===== config.mk =====
export PLATFORM = sky130hd
export DESIGN_NAME = song_note_player
export DESIGN_NICKNAME = d
export VERILOG_FILES = /design/src/rtl/song_note_player_pkg.sv /design/src/rtl/song_note_player_tone_gen.sv /design/src/rtl/song_note_player.sv
export SDC_FILE = /design/constraint.sdc
export NUM_CORES = 1
export LEC_CHECK = 0
export CAP_MARGIN = 20
export CELL_PAD_IN_SITES_DETAIL_PLACEMENT = 1
export CELL_PAD_IN_SITES_GLOBAL_PLACEMENT = 1
export CORE_ASPECT_RATIO = 0.75
export CORE_MARGIN = 2
export CORE_UTILIZATION = 49
export CTS_CLUSTER_DIAMETER = 100
export DETAILED_ROUTE_END_ITERATION = 8
export PLACE_DENSITY_LB_ADDON = 0.1
export SLEW_MARGIN = 10
export SYNTH_ARGS = -nofsm -noshare
export SYNTH_HDL_FRONTEND = slang
export SYNTH_HIERARCHICAL = 1
export SYNTH_SLANG_ARGS = --single-unit

===== constraint.sdc =====
create_clock -name clk -period 11.79 [get_ports clk]
set_input_delay 2.358 -clock clk [delete_from_list [all_inputs] [get_ports clk]]
set_output_delay 2.358 -clock clk [all_outputs]
set_load 0.05 [all_outputs]

===== src/rtl/song_note_player_pkg.sv =====
// song_pkg: note codes, pitch half-periods and the two 16-note song ROMs
package song_pkg;
  localparam logic [2:0] NOTE_REST = 3'd0;
  localparam logic [2:0] NOTE_C4 = 3'd1;
  localparam logic [2:0] NOTE_D4 = 3'd2;
  localparam logic [2:0] NOTE_E4 = 3'd3;
  localparam logic [2:0] NOTE_F4 = 3'd4;
  localparam logic [2:0] NOTE_G4 = 3'd5;
  localparam logic [2:0] NOTE_A4 = 3'd6;
  localparam logic [2:0] NOTE_B4 = 3'd7;
  // ROM images, note 15 in the top bits down to note 0 in the bottom bits
  localparam logic [47:0] SONG_A = {NOTE_REST, NOTE_G4, NOTE_F4, NOTE_E4, NOTE_REST, NOTE_G4, NOTE_F4, NOTE_E4,
                                    NOTE_C4, NOTE_E4, NOTE_D4, NOTE_C4, NOTE_C4, NOTE_E4, NOTE_D4, NOTE_C4};
  localparam logic [47:0] SONG_B = {NOTE_REST, NOTE_C4, NOTE_D4, NOTE_D4, NOTE_E4, NOTE_E4, NOTE_F4, NOTE_F4,
                                    NOTE_REST, NOTE_G4, NOTE_A4, NOTE_A4, NOTE_G4, NOTE_G4, NOTE_C4, NOTE_C4};
  function automatic logic [17:0] half_period(input logic [2:0] code);
    return code == NOTE_C4 ? 18'd191113 :
           code == NOTE_D4 ? 18'd170265 :
           code == NOTE_E4 ? 18'd151686 :
           code == NOTE_F4 ? 18'd143172 :
           code == NOTE_G4 ? 18'd127551 :
           code == NOTE_A4 ? 18'd113636 :
           code == NOTE_B4 ? 18'd101239 : 18'd0;
  endfunction
  function automatic logic [2:0] song_a(input logic [3:0] i);
    return SONG_A[3*i +: 3];
  endfunction
  function automatic logic [2:0] song_b(input logic [3:0] i);
    return SONG_B[3*i +: 3];
  endfunction
endpackage


===== src/rtl/song_note_player_tone_gen.sv =====
// tone_gen: square-wave generator toggling every 'half' enabled cycles
// ports: clk, rst (sync, active-high), clear (restart low), enable (count), half (cycles per level), buzzer (output)
module tone_gen (
  input  logic        clk,
  input  logic        rst,
  input  logic        clear,
  input  logic        enable,
  input  logic [17:0] half,
  output logic        buzzer
);
  logic [17:0] tone_cnt;
  always_ff @(posedge clk)
    if (rst || clear) begin
      tone_cnt <= '0;
      buzzer   <= 1'b0;
    end else if (enable) begin
      tone_cnt <= tone_cnt == half - 18'd1 ? '0 : tone_cnt + 18'd1;
      buzzer   <= tone_cnt == half - 18'd1 ? ~buzzer : buzzer;
    end
endmodule


===== src/rtl/song_note_player.sv =====
// song_note_player: plays song A or B from the song counter as a looping square-wave melody
// ports: clk, rst (sync, active-high), song_sel (0/3 silent, 1 song A, 2 song B),
//        buzzer (audio), playing (in PLAY), note_idx (slot 0..15), note_code (0 = rest)
module song_note_player
  import song_pkg::*;
#(
  parameter int NOTE_CYCLES = 25_000_000,
  parameter int GAP_CYCLES  = 2_500_000,
  parameter int TONE_SHIFT  = 0
) (
  input  logic       clk,
  input  logic       rst,
  input  logic [1:0] song_sel,
  output logic       buzzer,
  output logic       playing,
  output logic [3:0] note_idx,
  output logic [2:0] note_code
);
  localparam int NW = $clog2(NOTE_CYCLES);
  localparam logic [NW-1:0] LAST = NW'(NOTE_CYCLES - 1);
  localparam logic [NW-1:0] TONE_END = NW'(NOTE_CYCLES - GAP_CYCLES);
  typedef enum logic {IDLE, PLAY} state_t;
  state_t state;
  logic [1:0] sel_q;
  logic [NW-1:0] note_cnt;
  logic change, last, tone_on;
  logic [17:0] rom_half, half;
  assign change = song_sel != sel_q;
  assign last = note_cnt == LAST;
  assign playing = state == PLAY;
  assign note_code = state == PLAY ? (sel_q == 2'd2 ? song_b(note_idx) : song_a(note_idx)) : NOTE_REST;
  assign rom_half = half_period(note_code) >> TONE_SHIFT;
  assign half = rom_half == '0 ? 18'd1 : rom_half;
  // the tone runs only inside the sounding part of a non-rest slot; anything else restarts it low
  assign tone_on = state == PLAY && !change && !last && note_code != NOTE_REST && note_cnt < TONE_END;
  always_ff @(posedge clk)
    if (rst) begin
      state    <= IDLE;
      sel_q    <= 2'd0;
      note_idx <= 4'd0;
      note_cnt <= '0;
    end else begin
      sel_q <= song_sel;
      if (change) begin
        state    <= song_sel == 2'd1 || song_sel == 2'd2 ? PLAY : IDLE;
        note_idx <= 4'd0;
        note_cnt <= '0;
      end else if (state == PLAY) begin
        note_cnt <= last ? '0 : note_cnt + NW'(1);
        note_idx <= last ? note_idx + 4'd1 : note_idx;
      end
    end
  tone_gen u_tone (
    .clk    (clk),
    .rst    (rst),
    .clear  (!tone_on),
    .enable (tone_on),
    .half   (half),
    .buzzer (buzzer)
  );
endmodule


## Word level (Yosys, flattened, before mapping)

Cells that the tools add are included.

| word-level totals | value |
|---|---|
| input port bits | 4 |
| word-level logic and storage cells | 55 |
| register bits | 51 |

| operators by class | value |
|---|---|
| multipliers | 1 |
| mux-type cells | 13 |
| equal/unequal tests | 13 |
| $add $sub $neg | 4 |
| shifts and indexed selects | 2 |
| reduce and logical (&&, ||, !) cells | 14 |
| magnitude comparators | 1 |
| bitwise logic cells | 1 |

Operators by type and width:

| operator | number |
|---|---|
| $mux W18 | 6 |
| $shiftx A48 B7 Y3 const A | 2 |
| $mux W17 | 3 |
| $add A25 B1 Y25 const B | 1 |
| $eq A25 B25 Y1 const B | 1 |
| $lt A25 B25 Y1 const B | 1 |
| $mux W25 | 1 |
| $add A18 B1 Y18 const B | 1 |
| $eq A18 B18 Y1 | 1 |
| $logic_not A18 Y1 | 1 |
| $sub A18 B1 Y18 const B | 1 |
| $eq A3 B3 Y1 const B | 4 |
| $eq A3 B2 Y1 const B | 2 |
| $mul A2 B4 Y6 const A | 1 |
| $mux W3 | 2 |
| $add A4 B1 Y4 const B | 1 |
| $eq A2 B2 Y1 const B | 2 |
| $logic_and A1 B1 Y1 | 4 |
| $reduce_and A2 Y1 | 2 |
| $eq A3 B1 Y1 const B | 1 |
| $logic_not A1 Y1 | 3 |
| $reduce_bool A3 Y1 | 1 |
| $eq A2 B1 Y1 const B | 1 |
| $logic_or A1 B1 Y1 | 2 |
| other kinds (4) | 4 |

## Longest topological paths before layout

| depth | value |
|---|---|
| depth in word-level cells | 17 |
| depth in mapped cells | 17 |

## By module

Netlist, hierarchy kept.

By module, submodules not included:

| module | area an instance (um^2) | instances | sequential area each (um^2) | cells each |
|---|---|---|---|---|
| song_note_player | 2064.5 | 1 | 640.6 | 277 |
| tone_gen | 1418.9 | 1 | 380.4 | 182 |

## Least setup slack after synthesis

No wires, ideal clock.

| path | value |
|---|---|
| kind | register -> output |
| from | register note_idx[3] |
| to | output port note_code[2] |
| data required time | 9.432 ns |
| stages on the path, launching flop included | 5 |
| path slack | 6.986 ns |
| data arrival time | 2.446 ns |
| cell sequence | dfxtp_1 > clkbuf_1 > buf_1 > a21oi_1 > nor3_1 |

| on the way | value |
|---|---|
| word-level cells in the longest chain between the ends | 4 |
| elaborated cells between the ends (all ways) | 5 |
| classes of those cells | 1 x mul; 2 x shift; 2 x mux |

RTL lines:

| element | line | source |
|---|---|---|
| start, declared | song_note_player.sv:16 | `output logic [3:0] note_idx,` |
| start signal, assigned | song_note_player.sv:50 | `note_idx <= last ? note_idx + 4'd1 : note_idx;` |
| $mul A2 B4 Y6 (*) | song_note_player_pkg.sv:26, song_note_player_pkg.sv:29 |  |
| $shiftx A48 B7 Y3, on equally long branches | song_note_player_pkg.sv:26, song_note_player_pkg.sv:29 |  |
| $mux W3 (*) (2 in a row) | song_note_player.sv:31 | `assign note_code = state == PLAY ? (sel_q == 2'd2 ? song_b(note_idx) : song_a(note_idx)) : NOTE_REST;` |
| end, declared | song_note_player.sv:17 | `output logic [2:0] note_code` |

Every way passes the cells marked *; elsewhere a longest branch is shown, timed or not.

## Worst setup path in the final report

| path | value |
|---|---|
| from | register note_idx[1] |
| to | output port note_code[0] |

The elaborated chain is that of the path after synthesis.

==> summary.txt <==
Run status
  – Outcome: completed

Floorplanning
  – Effective utilization at floorplan: 0.5099
  – Die span in y: 77.02 um
  – Io pins: 13
  – Floorplan core area: 6832 um^2
  – DIE WIDTH: 101.4 um
  – Die Area: 7806 um^2
  – Row Count: 26

Route
  – 1st-iter DRT viols: 225
  – DR vias: 3,272
  – Total detailed-routing wirelength: 9.416 mm
  – Mean number of vias per cell: 6.071
  – Number of antenna-violating nets in the routed design: 0
  – Routed wire per std cell: 17.47 um
  – TritonRoute pass-1 iters: 4
  – Total DRC errors in the routed layout: 0

Synth
  – Xor-xnor portion of the synthesized cell area: 0.1685
  – Number of enable flip-flop cells after synthesis: 0
  – Synth Register Bits: 51
  – Main combinational cell family by area after synthesis: simple AND/OR/NAND/NOR gates
  – FFs w/ async S/R, synth: 0
  – Number of different library cells in the post-synthesis netlist: 61
  – Sequential area share after synthesis: 0.2931
  – Top flip-flop cell by instance count after synthesis: dfxtp_1
  – Area contributors post-synth: dfxtp_1, xor2_1, nor2_1, xnor2_1, nand2_1
  – Combined area of all synthesized cells: 3483 um^2
  – Multiplexer share of the synthesized area: 0.005747
  – Simple-Gate Fraction of Synth Area: 0.3297
  – Synth Area in Adders: 0.01437
  – Net count after synthesis: 467
  – Compound-Gate Fraction of Synth Area: 0.1430
  – Mean Syn Cell Area: 7.589 um^2
  – Largest area contributor in the synthesized netlist: dfxtp_1
  – Top-area cell type share of the netlist area: 0.2931
  – Warnings, synthesis: 6
  – Gate count after technology mapping: 459

Cells and area
  – Number of antenna cells inserted: 0
  – Most common library cell in the layout ignoring fill and taps: nor2_1
  – Signed area change from the synthesized netlist to the final layout: 5.316%
  – Commonest cells after routing, fill and taps aside: nor2_1, dfxtp_1, nand2_1, xor2_1, xnor2_1
  – Final core utilization: 0.5370
  – Ratio of cells with drive above 1 in the final layout: 0.03956
  – Fin area: 3669 um^2
  – Layout net count: 462

Worst setup path
  – Worst reg2reg path depth: 12
  – Crit start category: flop
  – Required time of the critical path: 9430 ps
  – Worst r2r dst: u_tone/tone_cnt[3]
  – Worst setup path startpoint: note_idx[1]
  – Critical-path cell list: clkinv_1 > nand2_1 > a221oi_1 > nor2_1 > clkdlybuf4s50_1
  – Start of the worst register-to-register path: note_idx[1]
  – Critical path type: reg2out
  – Arrival time at the worst endpoint: 3000 ps
  – Top fanout value on the critical path: 26
  – Slowest stage delay, CP: 920 ps
  – Minimum setup slack among reg-to-reg paths: 6630 ps
  – Worst Setup End Kind: primary output
  – Slowest stage cell, crit path: dfxtp_1

STA
  – Worst Skew: 8.887 ps
  – Tcrit/Tclk final: 0.4547
  – Final critical-path setup slack: 6429 ps
  – Final worst path period need: 5361 ps
  – Setup violations, final: 0
  – Headroom to the max-slew limit: 0.3409
  – Final count of hold timing violations: 0
  – Highest clock frequency the design can meet: 186.5 MHz
  – Measured slew at the worst slew-check pin: 982.0 ps
  – Smallest hold slack: 489.9 ps
  – Setup repair after global routing missed its margin: no
  – Final max-slew violation count: 0
  – Summed negative setup slack over all endpoints: 0 ps

Worst hold path
  – Worst hold-check path type: reg2reg
  – Startpoint of the tightest hold check path: u_tone/buzzer
  – Cell depth of the worst min-delay path: 2
  – Hold-critical path endpoint: u_tone/buzzer

Clock tree
  – Post-CTS clock slew at the launch and capture registers of the worst setup and hold paths: 100 ps
  – Clock root buffer: clkbuf_8
  – Hold_buf cts: 0
  – Clk buf depth: 2
  – # clock sinks: 51
  – Clock latency of the later-clocked register in the worst-skew pair: 300 ps
  – Number of H-tree levels: 2
  – Number of setup buffers added after CTS: 0
  – Num CTS Buffers: 5
  – Number of gates resized after cts: 0
  – CTS tree: yes

Placement
  – Detailed-placement wirelength estimate: 7.183 mm
  – Pre-CTS setup slack: 6372 ps
  – Count of buffers inserted at the top-level ports: 12
  – Routability-driven placement congestion ratio: 0.9007
  – Placed cell area: 3580 um^2

Global route
  – Number of global-route vias before repair: 3,168
  – Remaining Overflow, GRT: 0
  – Number of antenna violations at the first check in global routing: 0
  – Overall Global Routing Usage: 0.2526
  – Global-route wire length before repair: 16.02 mm
  – Pin count of the biggest net entering global routing: 27

Pwr
  – Ratio of total power to cell area: 86.38 nW/um^2
  – Leakage: 1.236 nW
  – Worst voltage drop across the vdd grid: 0.00006420 V

Run
  – Max-cap violations: 0
-- Yosys cell counts (2+ instances only) --
cell       instances
xor2_1            40
inv_1              6
o211ai_1           5
o31ai_1            3
clkbuf_1          11
o21bai_1           2
ha_1               4
a221oi_1           4
buf_2              5
nand3b_1           2
nor4_1             5
nand4b_1           2
buf_1              3
o22ai_1            4
nor3b_1            2
or3_1              5
and4bb_2           2
clkinv_1           2
nand4_1           15
o21ai_0           12
nor4b_1            2
dfxtp_1           51
nor2b_1            5
a2111oi_0          2
nand2_1           41
xnor2_1           27
buf_4              2
a21boi_0           2
mux2i_1            2
nor3_1            17
or4_1              6
nand2b_1           5
nor2_1            81
a21oi_1           16
and3_1             9
a31oi_1            3
nand3_1           25
o21a_1             4
o221a_2            3
-- final cells by class --
class,instances,area (um^2)
repair buffers,12,120.1
inverters,8,30.03
multi-input cells,376,2303
clock inverters,2,16.27
clock buffers,6,72.57
well taps,84,105.1
flip-flops and latches,51,1021
fillers,876,3163
-- critical path, delay by kind of cell, from the launching register on --
family	cells	cell delay (ps)
buffers and inverters	2	1320
flip-flops	1	920
AND/OR/NAND/NOR	2	320
AO/OA/AOI/OAI	1	130
-- per-layer routing --
| metal | vias up | routed length (um) | GRT usage |
|---|---|---|---|
| met5 | - | 0 | 0 |
| met4 | 0 | 30 | 0.03243 |
| met3 | 2 | 474 | 0.03282 |
| met2 | 82 | 3786 | 0.3563 |
| met1 | 1589 | 5124 | 0.4114 |
| li1 | 1599 | - | - |
-- logic make-up (layout without fill, tap and decap cells) --
family                   Yosys count  after routing
AO/OA/AOI/OAI                     71             71
adder cells (fa/ha/maj)            4              4
flip-flops                        51             51
buffers and inverters             32             28
AND/OR/NAND/NOR                  232            232
XOR/XNOR                          67             67
multiplexers                       2              2
-- how the worst max path moves through the flow --
stage	endpoint	slack [ps]	depth (start not counted)
floorplan	note_code[2]	6990	4
global placement	u_tone/tone_cnt[17]	6550	11
detailed placement	u_tone/tone_cnt[17]	6370	11
CTS	note_code[1]	6490	5
global route	note_code[1]	6190	5
finish	note_code[0]	6430	5
-- sequential cells by signal, summed over array words and instances, names as in the netlist --
name / cells
u_tone/tone_cnt: 18
note_idx: 4
u_tone/buzzer: 1
playing: 1
note_cnt: 25
sel_q: 2
-- report_power, final --
group | switching [mW] | total, mW | internal, mW
registers | 0.00239 | 0.175 | 0.173
clock network | 0.0620 | 0.105 | 0.0429
logic | 0.0238 | 0.0366 | 0.0128
total | 0.0882 | 0.317 | 0.229
-- per-stage QoR --
step                      total power, mW  cells
after floorplan                    0.2056    459
after global placement             0.2143    531
after detailed placement           0.2153    531
after CTS                          0.3192    539
after global routing               0.3330    539
final                              0.3169    539
Power figures use the tool's default switching activity.
